[config.mk]
export PLATFORM = sky130hd
export DESIGN_NAME = hazard_stall_ctrl
export DESIGN_NICKNAME = d
export VERILOG_FILES = /design/src/rtl/hazard_stall_ctrl_pkg.sv /design/src/rtl/hazard_stall_ctrl_md_busy_ctr.sv /design/src/rtl/hazard_stall_ctrl.sv
export SDC_FILE = /design/constraint.sdc
export NUM_CORES = 1
export LEC_CHECK = 0
export ABC_AREA = 1
export BUFFER_PORTS_ARGS = -buffer_cell sky130_fd_sc_hd__buf_4
export CAP_MARGIN = 20
export CORE_MARGIN = 5
export CORE_UTILIZATION = 35
export DETAILED_ROUTE_END_ITERATION = 8
export PLACE_DENSITY = 0.63
export SYNTH_ARGS = -nofsm -noshare
export SYNTH_HDL_FRONTEND = slang
export SYNTH_SLANG_ARGS = --single-unit
[constraint.sdc]
create_clock -name clk -period 2.25 [get_ports clk]
set_clock_uncertainty 0.2 [all_clocks]
set_input_delay 0.45 -clock clk [delete_from_list [all_inputs] [get_ports clk]]
set_output_delay 0.45 -clock clk [all_outputs]
set_load 0.01 [all_outputs]
[src/rtl/hazard_stall_ctrl_pkg.sv]
// ----------------------------------------------------------------------------
// hazard_pkg
//   Shared constants and types for the D/E/M/W hazard and stall controller.
//   - Forwarding select codes seen by the datapath muxes.
//   - Tuse / Tnew encodings produced by the D-stage decoder.
//   - Shadow-pipeline entry types: the full E entry and the reduced
//     destination-only entry kept for M and W.
//   - tnew_dec(): saturating "one stage older" step for Tnew.
// ----------------------------------------------------------------------------
package hazard_pkg;

    // Forwarding mux select codes
    localparam logic [1:0] FWD_GRF = 2'd0;
    localparam logic [1:0] FWD_E   = 2'd1;
    localparam logic [1:0] FWD_M   = 2'd2;
    localparam logic [1:0] FWD_W   = 2'd3;

    // Tuse: cycles from D until the operand is consumed; 3 means unused
    localparam logic [1:0] TUSE_NONE = 2'd3;

    // Tnew: cycles after entering E until the result exists
    localparam logic [1:0] TNEW_NONE = 2'd0;
    localparam logic [1:0] TNEW_ALU  = 2'd1;
    localparam logic [1:0] TNEW_LOAD = 2'd2;

    // Shadow entry for the E stage: everything the hazard logic looks at.
    typedef struct packed {
        logic [4:0] dst;
        logic [1:0] tnew;
        logic [4:0] rs;
        logic [4:0] rt;
        logic       is_md;
        logic       md_div;
    } shadow_t;

    // M and W only ever act as producers, so only the destination side
    // of the entry travels past E.
    typedef struct packed {
        logic [4:0] dst;
        logic [1:0] tnew;
    } dest_t;

    localparam shadow_t SHADOW_BUBBLE = '0;
    localparam dest_t   DEST_BUBBLE   = '0;

    // Tnew as seen one stage later; a result that already exists stays at 0.
    function automatic logic [1:0] tnew_dec(input logic [1:0] tnew);
        return (tnew == 2'd0) ? 2'd0 : (tnew - 2'd1);
    endfunction

endpackage

[src/rtl/hazard_stall_ctrl_md_busy_ctr.sv]
// ----------------------------------------------------------------------------
// md_busy_ctr
//   Occupancy counter for the multi-cycle mult/div unit. When a mult/div
//   instruction sits in E at a clock edge the counter loads its latency;
//   otherwise it counts down to zero. busy is high while the count is nonzero.
// Ports
//   clk       in   rising-edge clock
//   rst_n     in   synchronous active-low reset (clears the count at once)
//   load      in   mult/div instruction present in E this cycle
//   load_div  in   qualifies load: 1 = div latency, 0 = mult latency
//   busy      out  unit occupied
// ----------------------------------------------------------------------------
module md_busy_ctr
    import hazard_pkg::*;
#(
    parameter int MULT_CYC = 5,
    parameter int DIV_CYC  = 10
) (
    input  logic clk,
    input  logic rst_n,
    input  logic load,
    input  logic load_div,
    output logic busy
);

    localparam int MAX_CYC = (DIV_CYC > MULT_CYC) ? DIV_CYC : MULT_CYC;
    localparam int CNT_W   = $clog2(MAX_CYC + 1);

    logic [CNT_W-1:0] cnt_reg;
    logic [CNT_W-1:0] cnt_next;

    always_comb begin
        cnt_next = cnt_reg;
        if (load) begin
            cnt_next = load_div ? CNT_W'(DIV_CYC) : CNT_W'(MULT_CYC);
        end else if (cnt_reg != '0) begin
            cnt_next = cnt_reg - CNT_W'(1);
        end
    end

    always_ff @(posedge clk) begin
        if (!rst_n) begin
            cnt_reg <= '0;
        end else begin
            cnt_reg <= cnt_next;
        end
    end

    assign busy = (cnt_reg != '0);

endmodule

[src/rtl/hazard_stall_ctrl.sv]
// ----------------------------------------------------------------------------
// hazard_stall_ctrl
//   Control side of the D/E/M/W pipeline registers. A shadow pipeline moves
//   in lockstep with E/M/W and carries each instruction's destination and
//   Tnew; comparing it with the D-stage operand indices and Tuse yields the
//   stall, flush and forwarding decisions in the same cycle (purely
//   combinational from the shadow state and the D inputs). No datapath here.
// Ports
//   clk, rst_n                 clock, synchronous active-low reset
//   d_rs, d_rt                 D-stage source indices
//   d_tuse_rs, d_tuse_rt       cycles until each source is consumed (3 = unused)
//   d_dst, d_tnew              D-stage destination (0 = none) and its Tnew
//   d_md_start, d_md_div       D instruction is mult/div, and which kind
//   d_md_use                   D instruction touches HI/LO
//   flush_req                  redirect/exception, squashes D and E
//   en_pc, en_d                PC and regD write enables
//   flush_d, flush_e           regD / regE clears
//   md_busy                    mult/div unit occupied
//   fwd_rs_d, fwd_rt_d         D-stage forwarding selects
//   fwd_rs_e, fwd_rt_e         E-stage forwarding selects
// ----------------------------------------------------------------------------
module hazard_stall_ctrl
    import hazard_pkg::*;
#(
    parameter int MULT_CYC = 5,
    parameter int DIV_CYC  = 10
) (
    input  logic       clk,
    input  logic       rst_n,
    input  logic [4:0] d_rs,
    input  logic [4:0] d_rt,
    input  logic [1:0] d_tuse_rs,
    input  logic [1:0] d_tuse_rt,
    input  logic [4:0] d_dst,
    input  logic [1:0] d_tnew,
    input  logic       d_md_start,
    input  logic       d_md_div,
    input  logic       d_md_use,
    input  logic       flush_req,
    output logic       en_pc,
    output logic       en_d,
    output logic       flush_d,
    output logic       flush_e,
    output logic       md_busy,
    output logic [1:0] fwd_rs_d,
    output logic [1:0] fwd_rt_d,
    output logic [1:0] fwd_rs_e,
    output logic [1:0] fwd_rt_e
);

    // ------------------------------------------------------------------
    // Shadow pipeline
    // ------------------------------------------------------------------
    shadow_t e_reg, e_next;
    dest_t   m_reg, m_next;
    dest_t   w_reg, w_next;

    always_comb begin
        w_next      = m_reg;
        w_next.tnew = tnew_dec(m_reg.tnew);

        m_next.dst  = e_reg.dst;
        m_next.tnew = tnew_dec(e_reg.tnew);

        e_next = SHADOW_BUBBLE;
        if (!flush_e) begin
            e_next.dst    = d_dst;
            e_next.tnew   = d_tnew;
            e_next.rs     = d_rs;
            e_next.rt     = d_rt;
            e_next.is_md  = d_md_start;
            e_next.md_div = d_md_div;
        end
    end

    always_ff @(posedge clk) begin
        if (!rst_n) begin
            e_reg <= SHADOW_BUBBLE;
            m_reg <= DEST_BUBBLE;
            w_reg <= DEST_BUBBLE;
        end else begin
            e_reg <= e_next;
            m_reg <= m_next;
            w_reg <= w_next;
        end
    end

    // ------------------------------------------------------------------
    // Mult/div occupancy
    // ------------------------------------------------------------------
    md_busy_ctr #(
        .MULT_CYC (MULT_CYC),
        .DIV_CYC  (DIV_CYC)
    ) u_md_busy_ctr (
        .clk      (clk),
        .rst_n    (rst_n),
        .load     (e_reg.is_md),
        .load_div (e_reg.md_div),
        .busy     (md_busy)
    );

    // ------------------------------------------------------------------
    // Per-source hazard and forwarding (index 0 = rs, 1 = rt)
    // ------------------------------------------------------------------
    logic [4:0] src_d     [2];
    logic [1:0] tuse_d    [2];
    logic [4:0] src_e     [2];
    logic       src_stall [2];
    logic [1:0] fwd_d_sel [2];
    logic [1:0] fwd_e_sel [2];

    assign src_d[0]  = d_rs;
    assign src_d[1]  = d_rt;
    assign tuse_d[0] = d_tuse_rs;
    assign tuse_d[1] = d_tuse_rt;
    assign src_e[0]  = e_reg.rs;
    assign src_e[1]  = e_reg.rt;

    genvar gi;
    generate
        for (gi = 0; gi < 2; gi++) begin : g_src
            logic hit_e_d;
            logic hit_m_d;
            logic hit_m_e;
            logic hit_w_e;

            // $0 is hard-wired, so a zero index never matches anything;
            // this also keeps bubbles (dst=0) from ever matching.
            assign hit_e_d = (src_d[gi] != 5'd0) && (e_reg.dst == src_d[gi]);
            assign hit_m_d = (src_d[gi] != 5'd0) && (m_reg.dst == src_d[gi]);
            assign hit_m_e = (src_e[gi] != 5'd0) && (m_reg.dst == src_e[gi]);
            assign hit_w_e = (src_e[gi] != 5'd0) && (w_reg.dst == src_e[gi]);

            // Stall while the producer still needs more cycles than the
            // consumer has left before it reads the operand.
            assign src_stall[gi] = (tuse_d[gi] != TUSE_NONE) &&
                                   ((hit_e_d && (e_reg.tnew > tuse_d[gi])) ||
                                    (hit_m_d && (m_reg.tnew > tuse_d[gi])));

            // The nearest matching stage owns the register: if its result
            // is not ready yet, an older stage's copy is stale and must not
            // be forwarded.
            assign fwd_d_sel[gi] = hit_e_d ? ((e_reg.tnew == 2'd0) ? FWD_E : FWD_GRF) :
                                   hit_m_d ? ((m_reg.tnew == 2'd0) ? FWD_M : FWD_GRF) :
                                             FWD_GRF;

            assign fwd_e_sel[gi] = hit_m_e ? ((m_reg.tnew == 2'd0) ? FWD_M : FWD_GRF) :
                                   hit_w_e ? ((w_reg.tnew == 2'd0) ? FWD_W : FWD_GRF) :
                                             FWD_GRF;
        end
    endgenerate

    assign fwd_rs_d = fwd_d_sel[0];
    assign fwd_rt_d = fwd_d_sel[1];
    assign fwd_rs_e = fwd_e_sel[0];
    assign fwd_rt_e = fwd_e_sel[1];

    // ------------------------------------------------------------------
    // Stall / flush decision
    // ------------------------------------------------------------------
    logic data_stall;
    logic md_stall;
    logic stall;

    assign data_stall = src_stall[0] | src_stall[1];
    // HI/LO accesses wait for a running op and also for one that is only
    // just entering E (the counter has not loaded yet).
    assign md_stall   = d_md_use && (md_busy || e_reg.is_md);
    assign stall      = data_stall | md_stall;

    always_comb begin
        en_pc   = 1'b1;
        en_d    = 1'b1;
        flush_d = 1'b0;
        flush_e = 1'b0;
        if (flush_req) begin
            // Redirect wins: the stalled instruction is being discarded.
            flush_d = 1'b1;
            flush_e = 1'b1;
        end else if (stall) begin
            en_pc   = 1'b0;
            en_d    = 1'b0;
            flush_e = 1'b1;
        end
    end

endmodule

==> impl_metrics.ini <==
[status]
status = finished, violations left
violations = setup timing

[layout]
syn2layout_area_growth_pct = 34.6
largest_register_ffs = 19
fillers = 593
postLayoutCellArea_um2 = 3010
final_cells = 422
nets = 383
drive_above_1_share_pct = 39.7
diodes = 0

[worst_setup_path]
r2r-end = e_reg[13]$_SDFF_PP0_
path_class = in2out
cp_max_fo = 3
ff2ff_path_depth = 11
end_kind = output pin
crit_required_ns = 1.60
ff2ff_setup_slack_ns = 0.31
reg2reg_from = e_reg[13]$_SDFF_PP0_
cp_data_arrival_time_ns = 1.62
start_kind = primary input

[global_route]
grt_pass1_vias = 1752
antenna_found_initial = 0
grt_max_degree = 15
grt_pass1_wl_um = 7850
grt_overflow = 0
grt.total_usage_pct = 11.9

[timing]
worst_hold_slack_ns = 0.188
worst_pin_slew_ns = 0.294
period_share_pct = 101
report.final.slew_viol_count = 0
hold_viol_final = 0
timing.fmax_mhz = 441
rsz0062_at_grt = true
setup_viol = 3
fin_crit_ns = 2.27
setup_slack_ns = -0.0166
slew_headroom_pct = 80.3

[clock_tree]
cts_root_buffer = clkbuf_8
clkSinkCount = 37
h-tree-depth = 2
clock_path_buffers = 2
cts.clk_slew.worst_paths_ns = 0.07
cts_tree = yes
clk_latency_ns = 0.28
numCtsBuffers = 5
cts.hold.buffers_added = 0

[placement]
dpl-instance-area_um2 = 2610
placed_cells = 409
finalWeightedCongestion = 0.859
dp_hpwl_um = 3760
io_buffers = 39

[die]
dieArea_um2 = 8080
core-area_um2 = 6280
start_util_pct = 35.6
fp.dieW_um = 89.9
die_y_um = 89.9
ios = 40
fp-row-count = 29

[hold_path]
min_from = d_tnew[0]
holdPathEnd = e_reg[12]$_SDFF_PP0_
whs_path_depth = 3
worstHoldPathType = in2reg

[synth]
yosys_warnings = 0
mappedNetlistArea_um2 = 2230
ys_seq_area_share_pct = 33.2
yosysUniqueCellTypes = 29
ys_async_sr_fraction_pct = 0
synth_edf_count = 0
ys_seq_elements = 37
yosys_most_used_dff = dfxtp_1
syn_inst = 297
syn_nets = 336
avgSynthCellArea_um2 = 7.52

[detailed_routing]
wirelength_um = 4790
ant_nets = 0
first_iter_violations = 52
post_drt_wl_per_cell_um = 11.4
vias = 1867
detail_route.first_pass.iterations = 4
viasPerCell = 4.42
drc_errors = 0

[job]
drv_cap = 0

[pwr]
p_leak_nw = 1.45
ir_drop_mv = 0.365
power.density_nw_per_um2 = 724
cell families after synthesis:
family,after synthesis,synth area share [%]
simple gates,124,28.0
buf+inv,71,14.0
flops,37,33.2
xor+xnor,30,11.8
compound gates,23,6.39
fa+ha+maj,12,6.72
placed cells by master (no fill, tap or decap), types with 3 or more instances in the layout:
master,count
nor2_4,9
dfxtp_1,18
o21ai_0,3
nand3_2,3
dfxtp_4,6
nor2_1,25
a21oi_2,7
clkbuf_8,5
nor2_2,6
dfxtp_2,13
inv_1,46
inv_2,14
xnor2_1,17
nor3_1,6
nand2_1,51
nand2_2,3
nand4_1,5
ha_1,4
nand3_1,8
buf_4,45
a21oi_1,5
nor4_4,3
xor2_1,13
ha_4,8
per-layer routing:
metal	vias up	GRT usage [%]	share of wire [%]
li1	1004	-	-
met5	-	0	0
met4	0	4.59	1.2
met1	811	14.1	43
met3	6	3.59	4.4
met2	46	20.1	51
power by group:
group	internal [W]	switching, W	leakage [nW]
logic	0.000400	0.000402	1.08
clock network	0.000332	0.000243	0.0543
registers	0.000726	0.0000752	0.312
critical path, cell delays in order:
cell	delay [ns]
buf_4	0.12
inv_2	0.10
ha_4	0.22
a21oi_2	0.14
a21oi_2	0.05
nand3_2	0.07
nand2_2	0.06
a21oi_4	0.15
nand2_1	0.07
nand2_2	0.08
buf_6	0.10
how the worst max path moves through the flow:
stage / slack, ns / cells past startpoint / end / from
global route: -0.1 / 11 / en_pc / e_reg[12]$_SDFF_PP0_
finish: -0.02 / 11 / en_d / d_tuse_rt[1]
detailed placement: -0.03 / 11 / en_d / d_tuse_rt[1]
CTS: -0.008 / 9 / en_d / e_reg[13]$_SDFF_PP0_
global placement: 0.006 / 11 / en_pc / d_tuse_rt[1]
floorplan: 0.03 / 10 / en_pc / d_tuse_rt[1]
stage by stage:
stage / utilization [%] / power, W / setup TNS, ns / setup WS (ns)
6_report: 47.9 / 0.00218 / -0.0340 / -0.0166
5_1_grt: 47.9 / 0.00232 / -0.367 / -0.0975
4_1_cts: 46.3 / 0.00215 / -0.0143 / -0.00751
3_5_place_dp: 41.5 / 0.00150 / -0.0689 / -0.0277
3_3_place_gp: 41.5 / 0.00148 / 0 / 0.00625
2_1_floorplan: - / 0.00126 / 0 / 0.0347
Yosys cell counts, drive strengths merged, types with 3 or more instances:
library cell | n | share of area (%)
buf | 8 | 3.4
o21ai | 4 | 0.90
nor3 | 6 | 1.3
or2 | 3 | 0.84
nand3 | 11 | 3.1
xnor2 | 17 | 6.7
inv | 62 | 10
ha | 12 | 6.7
nor2 | 40 | 9.9
xor2 | 13 | 5.1
dfxtp | 37 | 33
nand2 | 54 | 9.3
nand4 | 6 | 2.4
nor4 | 4 | 1.1
a21oi | 13 | 3.4
what timing repair did:
item / 4_1_cts / 5_1_grt
setup endpoints to repair: 7 / 8
buffers inserted: 1 / 4
resized for setup: 42 / 24
pin swaps: 11 / 6
cell type report:
cell class	instances	area (µm²)	area share, %
flip-flops and latches	37	779	25.9
inverters	62	238	7.91
multi-input cells	189	1380	45.8
clock buffers	5	68.8	2.29
well taps	77	96.3	3.20
repair buffers	49	400	13.3
clock inverters	3	46.3	1.54
(Power assumes the default switching activity.)
